### src/rtl/mems_raster_gen.sv
// Serpentine raster x/y code generator feeding a serial DAC controller, with per-point settle.
// Optional DAC handshake watchdog and sticky dac_timeout port: define MEMS_RASTER_TIMEOUT_EN.
module mems_raster_gen #(
  parameter logic [7:0]  ON_CODE     = 8'h01,
  parameter logic [11:0] X_MIN       = 12'd0,
  parameter logic [11:0] X_MAX       = 12'd4095,
  parameter logic [11:0] Y_MIN       = 12'd0,
  parameter logic [11:0] Y_MAX       = 12'd4095,
  parameter logic [11:0] PARK_CODE   = 12'd2048,
  parameter logic [15:0] SETTLE_CYC  = 16'd400,
  parameter logic [15:0] TIMEOUT_CYC = 16'd4000
) (
  input  logic        clk_40M,
  input  logic        rst_n,
  input  logic [7:0]  command_mems_on,
  input  logic [7:0]  step_length,
  input  logic        dac_finish_flag,
  output logic [11:0] x_dac_data,
  output logic [11:0] y_dac_data,
  output logic        x_start_flag,
  output logic        y_start_flag,
  output logic        line_done,
  output logic        frame_done,
  output logic        busy
`ifdef MEMS_RASTER_TIMEOUT_EN
  ,
  output logic        dac_timeout
`endif
);

  localparam logic [3:0] S_IDLE    = 4'd0;
  localparam logic [3:0] S_LOAD_X  = 4'd1;
  localparam logic [3:0] S_WAIT_X  = 4'd2;
  localparam logic [3:0] S_LOAD_Y  = 4'd3;
  localparam logic [3:0] S_WAIT_Y  = 4'd4;
  localparam logic [3:0] S_SETTLE  = 4'd5;
  localparam logic [3:0] S_STEP    = 4'd6;
  localparam logic [3:0] S_PARK_X  = 4'd7;
  localparam logic [3:0] S_PWAIT_X = 4'd8;
  localparam logic [3:0] S_PARK_Y  = 4'd9;
  localparam logic [3:0] S_PWAIT_Y = 4'd10;

  logic [3:0]  state;
  logic        dir_neg;
  logic [7:0]  step_q;
  logic [15:0] settle_cnt;
  logic        cmd_on;
  logic        halted;
  logic [7:0]  step_eff;

  logic [12:0] x_up;
  logic [11:0] x_dn;
  logic [12:0] lo_lim;
  logic [12:0] y_up;
  logic [11:0] nx;
  logic [11:0] ny;
  logic        x_at_edge;

  assign cmd_on   = (command_mems_on == ON_CODE);
  assign step_eff = (step_length == 8'd0) ? 8'd1 : step_length;
  assign busy     = (state != S_IDLE);

  // Next raster position, computed in 13 bits so the clamps never see a wrapped value.
  // NOTE: every always_comb output gets a value on entry, so no path can infer a latch.
  always_comb begin
    x_up      = {1'b0, x_dac_data} + {5'd0, step_q};
    x_dn      = x_dac_data - {4'd0, step_q};
    lo_lim    = {1'b0, X_MIN} + {5'd0, step_q};
    y_up      = {1'b0, y_dac_data} + {5'd0, step_q};
    nx        = x_dac_data;
    x_at_edge = 1'b0;
    if (dir_neg) begin
      x_at_edge = (x_dac_data == X_MIN);
      nx        = ({1'b0, x_dac_data} < lo_lim) ? X_MIN : x_dn;
    end else begin
      x_at_edge = (x_dac_data == X_MAX);
      nx        = (x_up > {1'b0, X_MAX}) ? X_MAX : x_up[11:0];
    end
    ny = (y_up > {1'b0, Y_MAX}) ? Y_MAX : y_up[11:0];
  end

`ifdef MEMS_RASTER_TIMEOUT_EN
  logic [15:0] wait_cnt;
  logic        in_wait;

  assign in_wait = (state == S_WAIT_X) || (state == S_WAIT_Y) ||
                   (state == S_PWAIT_X) || (state == S_PWAIT_Y);
  assign halted  = dac_timeout;
`else
  logic unused_timeout_cfg;

  assign halted             = 1'b0;
  assign unused_timeout_cfg = ^TIMEOUT_CYC;
`endif

  always_ff @(posedge clk_40M) begin
    if (!rst_n) begin
      state        <= S_IDLE;
      x_dac_data   <= PARK_CODE;
      y_dac_data   <= PARK_CODE;
      dir_neg      <= 1'b0;
      step_q       <= 8'd1;
      settle_cnt   <= '0;
      x_start_flag <= 1'b0;
      y_start_flag <= 1'b0;
      line_done    <= 1'b0;
      frame_done   <= 1'b0;
`ifdef MEMS_RASTER_TIMEOUT_EN
      wait_cnt     <= '0;
      dac_timeout  <= 1'b0;
`endif
    end else begin
      // NOTE: pulses default low here with non-blocking writes; a state below re-raises one for a single cycle.
      x_start_flag <= 1'b0;
      y_start_flag <= 1'b0;
      line_done    <= 1'b0;
      frame_done   <= 1'b0;

      case (state)
        S_IDLE: begin
          if (cmd_on && !halted) begin
            step_q     <= step_eff;
            x_dac_data <= X_MIN;
            y_dac_data <= Y_MIN;
            dir_neg    <= 1'b0;
            state      <= S_LOAD_X;
          end
        end
        S_LOAD_X: begin
          x_start_flag <= 1'b1;
          state        <= S_WAIT_X;
        end
        S_WAIT_X: if (dac_finish_flag) state <= S_LOAD_Y;
        S_LOAD_Y: begin
          y_start_flag <= 1'b1;
          state        <= S_WAIT_Y;
        end
        S_WAIT_Y: begin
          if (dac_finish_flag) begin
            settle_cnt <= '0;
            state      <= (SETTLE_CYC == 16'd0) ? S_STEP : S_SETTLE;
          end
        end
        S_SETTLE: begin
          if (settle_cnt == SETTLE_CYC - 16'd1) state <= S_STEP;
          else settle_cnt <= settle_cnt + 16'd1;
        end
        S_STEP: begin
          if (!cmd_on) begin
            state <= S_PARK_X;
          end else begin
            state <= S_LOAD_X;
            if (!x_at_edge) begin
              x_dac_data <= nx;
            end else begin
              // The boundary point has just been visited: advance the line, or wrap the frame.
              line_done <= 1'b1;
              if (y_dac_data == Y_MAX) begin
                frame_done <= 1'b1;
                x_dac_data <= X_MIN;
                y_dac_data <= Y_MIN;
                dir_neg    <= 1'b0;
                step_q     <= step_eff;
              end else begin
                dir_neg    <= ~dir_neg;
                y_dac_data <= ny;
              end
            end
          end
        end
        S_PARK_X: begin
          x_dac_data   <= PARK_CODE;
          x_start_flag <= 1'b1;
          state        <= S_PWAIT_X;
        end
        S_PWAIT_X: if (dac_finish_flag) state <= S_PARK_Y;
        S_PARK_Y: begin
          y_dac_data   <= PARK_CODE;
          y_start_flag <= 1'b1;
          state        <= S_PWAIT_Y;
        end
        S_PWAIT_Y: if (dac_finish_flag) state <= S_IDLE;
        default:   state <= S_IDLE;
      endcase

`ifdef MEMS_RASTER_TIMEOUT_EN
      // Watchdog restarts on every wait entry; expiry abandons the scan without parking.
      if (!in_wait) begin
        wait_cnt <= '0;
      end else if (!dac_finish_flag) begin
        if (wait_cnt == TIMEOUT_CYC - 16'd1) begin
          dac_timeout <= 1'b1;
          state       <= S_IDLE;
        end else begin
          wait_cnt <= wait_cnt + 16'd1;
        end
      end
`endif
    end
  end

endmodule
### config.mk
export PLATFORM = sky130hd
export DESIGN_NAME = mems_raster_gen
export DESIGN_NICKNAME = d
export VERILOG_FILES = /design/src/rtl/mems_raster_gen.sv
export SDC_FILE = /design/constraint.sdc
export NUM_CORES = 1
export LEC_CHECK = 0
export CORE_ASPECT_RATIO = 1.25
export CORE_UTILIZATION = 45
export CTS_BUF_LIST = sky130_fd_sc_hd__clkbuf_4 sky130_fd_sc_hd__clkbuf_8
export CTS_CLUSTER_SIZE = 8
export DETAILED_ROUTE_END_ITERATION = 7
export GPL_ROUTABILITY_DRIVEN = 0
export HOLD_SLACK_MARGIN = 0.02
export MAX_ROUTING_LAYER = met4
export PLACE_DENSITY_LB_ADDON = 0.3
export SYNTH_ARGS = -nofsm -noshare
export SYNTH_HDL_FRONTEND = slang
export SYNTH_SLANG_ARGS = --single-unit
### constraint.sdc
create_clock -name clk_40M -period 3.32 [get_ports clk_40M]
set_clock_uncertainty 0.1 [all_clocks]
set_input_delay 0.498 -clock clk_40M [delete_from_list [all_inputs] [get_ports clk_40M]]
set_output_delay 0.498 -clock clk_40M [all_outputs]
set_load 0.01 [all_outputs]
==> metrics.txt, run 1 <==
IO Count 48; Critical R2R Launch x_dac_data[0]; Tightest Pin Transition 1054 ps; yosys warns 0; DP Area around 4600 sq um; GRT Total Usage 23.46%; HPWL after DPL 7467 microns; Initial Util 46.49%; root buffer cell clkbuf_8; status complete, no violations; nets@finish 602; Yosys top cell by area dfxtp_1; CP Launch Type register; ys async rst share 0%; H-tree depth 3; FF-to-FF path depth 12; Avg Cell Area, Syn 7.794 sq um; Synth Cell Area 4045 sq um; area grow syn2layout 18.62%; DRT Wirelength about 10,000 microns; Final period util 88.85%; RSZ-0062 raised after global routing false; final hold vios 0; initial antenna violation count 0; first-pass GRT wire length between 15,000 and 20,000 microns; Max Freq 0.3390 GHz; DRC violations left 0; Vias between 3k and 4k; Logic pwr share 3.4%; post-route ant nets 0; setup ws final 370.3 ps; worst vdd ir 0.2472 mV; fin. max-slew vios 0; Psw around 340 uW; Slew headroom 29.41%; DR WL/cell about 15 microns; Post-Syn Nets 566; Max Root-Sink Buffers 2; Setup violations, final 0; PD cells 309.3 nW/um^2; min Tclk post-route 2950 ps; Initial DRC Count 269; Max-cap violations 0; Cells after Synth 519; total chip power 1.484 mW; gr ovfl total 0; Rows 38; top_reg_cell synth dfxtp_1; Worst Setup Path Type register to register; required time worst endpoint ~3500 ps; leading post-synthesis cells by cell area dfxtp_1 28%, ha_1 7.7%, nor2_1 5.3%, nand2_1 4.6%, o21ai_0 4.3%; vias in the first global route 3,638; Final Instance Area 4798 sq um; Reg clk slew, reported paths 70 ps; Worst Hold Class register to register; Yosys cell types 67; EDFF count, synth 0; # diodes 0; Hold Startpoint settle_cnt[15]; die height between 100 and 150 microns; Post-CTS Resized 0; full die area 9374 sq um; Worst Path Max Fanout 6; sequential share of power 46.1%; Synth top area share 28.21%; postcts setup bufs 0; sw frac 23.04%; clock sink count 57; Avg Vias per Cell 5.638; total CTS buffers 9; internal power 1.142 mW; hold buffers post-CTS 0; core area 8701 sq um; largest net degree at the start of global routing 39; Worst EP arrival 3120 ps; layout cells sized above 1 6.250%; PortBufs 47; dpl ws 391.1 ps; register bit total from synthesis 57; WHS Path Cells 2; Worst-Skew Late Latency 340 ps; final setup TNS 0 ps; Die X 86.80 microns; first drt pass iteration count 5; LEAKAGE 1.812 nW; CTS tree done; Clock power frac 50.5%; Critical Path Sink Type register; sequential share of the synthesized area 28.21%; Crit. Startpoint x_dac_data[0]
-- flip-flops by register name (all words and copies together), names as in the netlist --
name          cells
line_done         1
x_start_flag      1
settle_cnt       16
x_dac_data       12
y_dac_data       12
dir_neg           1
y_start_flag      1
frame_done        1
state             4
step_q            8
-- layer usage --
layer | GRT usage [%] | vias to the layer above | share of wire [%]
met4 | 7.738 | 0 | 1.5
met5 | - | - | 0
met1 | 27.45 | 1804 | 44
met3 | 4.122 | 10 | 3.6
met2 | 40.38 | 82 | 51
li1 | - | 1938 | -
-- layout make-up --
class                   count  area (sq um)
clock inverters             7         102.6
flip-flops and latches     57          1141
inverters                  22         82.58
clock buffers               9         123.9
repair buffers             51         500.5
fillers                   816          3902
well taps                 120         150.1
multi-input cells         414          2698
-- synth_stat cells, types with 3 or more instances --
master and instances:
buf_2 8, or3_1 6, a211oi_1 7, or2_2 3, and3_1 7, o21a_1 4
nor4_1 11, o211ai_1 4, nand3b_1 4, a21boi_0 10, a31oi_1 7, nand4_1 10
a21oi_1 22, a221oi_1 3, nor3_1 10, xor2_1 15, fa_1 3, a22oi_1 5
nand3_1 18, xnor2_1 16, ha_1 25, o21ai_0 35, mux2i_1 10, nor2b_1 22
nor3b_1 5, inv_1 22, clkbuf_1 14, nor2_1 57, nand2_1 50, dfxtp_1 57
nand2b_1 4
-- worst max-delay path, stage by stage, from the launching register on --
cell and delay [ps]:
dfxtp_1 460, inv_1 80, ha_1 210, inv_1 70, fa_1 210, a21oi_1 100
nor2_1 210, o32ai_1 140, buf_4 160, and3_1 220, nor4_1 530, nand2_1 180
o21ai_0 190
-- kinds of logic (layout without fill, tap and decap cells) --
group / count (synthesis) / count (layout) / share of synthesized area (%)
simple gates: 220 / 220 / 27.87
compound gates: 125 / 125 / 20.42
flops: 57 / 57 / 28.21
buf+inv: 48 / 89 / 5.103
xor+xnor: 31 / 31 / 6.712
fa+ha+maj: 28 / 28 / 9.218
mux: 10 / 10 / 2.475
-- stage by stage --
step	util, %	std cells	hold WS [ps]
after floorplan	-	519	380.5
after global placement	52.55	664	399.3
after detailed placement	52.55	664	401.8
after CTS	55.15	680	415.7
after global routing	55.15	680	448.4
final	55.15	680	418.1
-- power groups by stage --
stage | logic, mW | clock network (mW) | registers [mW]
after global routing | 0.0543 | 0.792 | 0.685
after detailed placement | 0.0500 | 0 | 0.701
after global placement | 0.0492 | 0 | 0.701
final | 0.0504 | 0.749 | 0.685
after CTS | 0.0502 | 0.761 | 0.685
after floorplan | 0.0227 | 0 | 0.700
-- layout by cell type (no fill, tap or decap), drive strengths merged, types with 3 or more instances in the layout --
cell type      count
nor2              57
dfxtp             57
nand2             50
clkdlybuf4s50     47
o21ai             35
ha                25
inv               24
a21oi             22
nor2b             22
nand3             18
xnor2             16
xor2              15
nor4              11
nand4             11
nor3              10
mux2i             10
a21boi            10
clkbuf             9
and3               9
a211oi             7
a31oi              7
or3                7
a22oi              5
nor3b              5
nand2b             4
o211ai             4
o21a               4
nand3b             4
buf                4
or2                3
a221oi             3
fa                 3
and2               3
-- final timing paths --
path | endpoint | slack [ps]
worst max-delay path | x_dac_data[3] | 370
worst min-delay path | settle_cnt[15] | 420
worst max register to register | x_dac_data[3] | 370
worst min register to register | settle_cnt[15] | 420
Note: power is estimated with default switching activity, not from simulation.
==> run 2, diff against run 1 <==
--- a/config.mk
+++ b/config.mk
@@ -5,6 +5,7 @@
 export SDC_FILE = /design/constraint.sdc
 export NUM_CORES = 1
 export LEC_CHECK = 0
+export CAP_MARGIN = 20
 export CORE_ASPECT_RATIO = 1.25
 export CORE_UTILIZATION = 45
 export CTS_BUF_LIST = sky130_fd_sc_hd__clkbuf_4 sky130_fd_sc_hd__clkbuf_8
==> results of run 2 <==
Final layout, timing and power as in run 1 (identical DEF).
==> run 3, diff against run 2 <==
--- a/config.mk
+++ b/config.mk
@@ -7,6 +7,7 @@
 export LEC_CHECK = 0
 export CAP_MARGIN = 20
 export CORE_ASPECT_RATIO = 1.25
+export CORE_MARGIN = 3
 export CORE_UTILIZATION = 45
 export CTS_BUF_LIST = sky130_fd_sc_hd__clkbuf_4 sky130_fd_sc_hd__clkbuf_8
 export CTS_CLUSTER_SIZE = 8
@@ -15,6 +16,7 @@
 export HOLD_SLACK_MARGIN = 0.02
 export MAX_ROUTING_LAYER = met4
 export PLACE_DENSITY_LB_ADDON = 0.3
+export SKIP_CTS_REPAIR_TIMING = 1
 export SYNTH_ARGS = -nofsm -noshare
 export SYNTH_HDL_FRONTEND = slang
 export SYNTH_SLANG_ARGS = --single-unit
==> run 3 against run 2 <==
  * Combinational power decreased by 1%
  * Register-to-register slack improved by 200 ps
  * Sequential share of layout area decreased by 0.17 points
  * Worst hold slack worse by 0.56 ps
  * Worst setup slack improved by 200 ps
  * Non-clock buffer count grew 1
  * Sequential cell count stayed put
==> metrics.txt, run 3 (synthesized netlist as in run 1, its figures left out) <==
CTS tree done; Worst path most repeated cell inv_1; Critical Path Sink Type register; Reg clk slew, reported paths 80 ps (about the same); Worst Hold Class register to register; largest net degree at the start of global routing 39 (unchanged); post-route ant nets 0 (unchanged); CP Cell Sequence inv_1 -> ha_1 -> inv_1 -> fa_1 -> a21oi_1 -> nor2_1 -> o32ai_1 -> buf_4 -> and3_1 -> nor4_1 -> nand2_1 -> o21ai_0; first drt pass iteration count 4 (-1); internal power 1.234 mW (+8.0%); Cell Count Post-Placement 665 (+0.15%); total chip power 1.558 mW (+5.0%); Non-Filler Instances 681 (+0.15%); Clock power frac 52.8% (+2.3 points); Max Root-Sink Buffers 2 (unchanged); DP Area 4579 sq um (+0.16%); worst hold slack 417.5 ps (-0.5630 ps); most frequent cells in the layout 57 x nor2_1, 57 x dfxtp_1, 50 x nand2_1, 47 x clkdlybuf4s50_1, 35 x o21ai_0; Logic pwr share 3.2% (-0.2 points); min Tclk post-route 2754 ps (-195.9 ps); Worst Setup Path Type register to register; worst vdd ir 0.2260 mV (-8.6%); status complete, no violations; final setup TNS 0 ps (unchanged); vias in the first global route 3,738 (+2.7%); gr ovfl total 0 (unchanged); sequential share of power 44.0% (-2.1 points); area grow syn2layout 19.46%; Vias 3,777 (-1.5%); Rows 38 (unchanged); full die area 10,170 sq um (+8.5%); DRC violations left 0 (unchanged); nets@finish 603 (+0.17%); PD cells 322.4 nW/um^2 (+4.2%); final hold vios 0 (unchanged); Slew headroom 30.28% (+0.87 points); highest-delay cell along the critical path nor4_1; PortBufs 47 (unchanged); Biggest register settle_cnt; top flop regs settle_cnt x16, x_dac_data x12, y_dac_data x12; number of flip-flops in the largest register 16 (unchanged); Worst Path Max Fanout 6 (unchanged); Max-cap violations 0 (unchanged); RR Endpoint x_dac_data[6]; Worst-Skew Late Latency 350 ps (about the same); FF-to-FF path depth 12 (unchanged); total CTS buffers 9 (unchanged); HPWL after DPL 7671 microns (+2.7%); CP Launch Type register; Worst Hold Path EP y_dac_data[0]; core area 8701 sq um (unchanged); H-tree depth 3 (unchanged); DR WL/cell 14.89 microns (about the same); layout cells sized above 1 6.417% (+0.17 points); # diodes 0 (unchanged); Psw 324.4 uW (-5.2%); Hold Startpoint y_dac_data[0]; required time worst endpoint 3490 ps (about the same); clock sink count 57 (unchanged); first-pass GRT wire length 17,530 microns (+3.0%); setup ws final 566.2 ps (+195.9 ps); Worst Path Buf+Inv 3 (unchanged); reg2reg setup slack 570 ps (+200 ps); LEAKAGE 1.830 nW (+0.98%); fin. max-slew vios 0 (unchanged); Critical R2R Launch x_dac_data[0]; Max Freq 0.3631 GHz (+7.1%); Worst EP arrival 2920 ps (-200 ps); DRT Wirelength 10,140 microns (+0.22%); RSZ-0062 raised after global routing false; root buffer cell clkbuf_8; Initial Util 46.49% (unchanged); IO Count 48 (unchanged); die height 112 microns (+3.7%); Avg Vias per Cell 5.546 (-1.6%); Tightest Pin Transition 1041 ps (-12.99 ps); Final Instance Area 4832 sq um (+0.70%); Setup violations, final 0 (unchanged); CP Depth 12 (unchanged); GRT Total Usage 21.29% (-2.2 points); Die X 90.80 microns (+4.6%); dpl ws 539.5 ps (+148.4 ps); delay-heaviest family, CP simple AND/OR/NAND/NOR gates; sw frac 20.82% (-2.2 points); WHS Path Cells 2 (unchanged); Final period util 82.95% (-5.9 points); Util after Layout 55.54% (+0.39 points); Initial DRC Count 204 (-24%); Critical Path Max Stage Delay 440 ps (-90 ps); initial antenna violation count 0 (unchanged)
## run 3: worst max path at each step
stage	start	to	slack (ps)
6_report	x_dac_data[0]	x_dac_data[6]	570
4_1_cts	x_dac_data[0]	x_dac_data[6]	560
3_5_place_dp	command_mems_on[5]	x_dac_data[9]	540
2_1_floorplan	x_dac_data[1]	x_dac_data[10]	830
3_3_place_gp	command_mems_on[5]	x_dac_data[9]	610
5_1_grt	x_dac_data[0]	x_dac_data[6]	330
## run 3: worst min-delay path, cell delays in order (launching register included)
cell,delay (ps)
dfxtp_1,340
nand2_1,60
a21boi_0,70
## run 3: layout make-up
class	count	area [sq um]
well taps	120	150.1
repair buffers	52	508.0
clock inverters	6	115.1
multi-input cells	414	2698
flip-flops and latches	57	1141
inverters	22	82.58
clock buffers	10	137.6
fillers	813	3869
## run 3: power groups by stage
stage,sequential (mW),combinational [mW],clock (mW)
global route,0.685,0.0539,0.870
floorplan,0.700,0.0227,0
detailed placement,0.701,0.0500,0
CTS,0.685,0.0500,0.840
global placement,0.701,0.0493,0
finish,0.685,0.0499,0.823
## run 3: routing by layer
metal,vias to the layer above,part of all wire [%],track usage (%),wire length (microns)
met4,0,3.2,10.66,327
met1,1753,45,25.12,4540
li1,1932,-,-,-
met5,-,0,-,0
met2,68,50,36.02,5047
met3,24,2.2,2.162,225
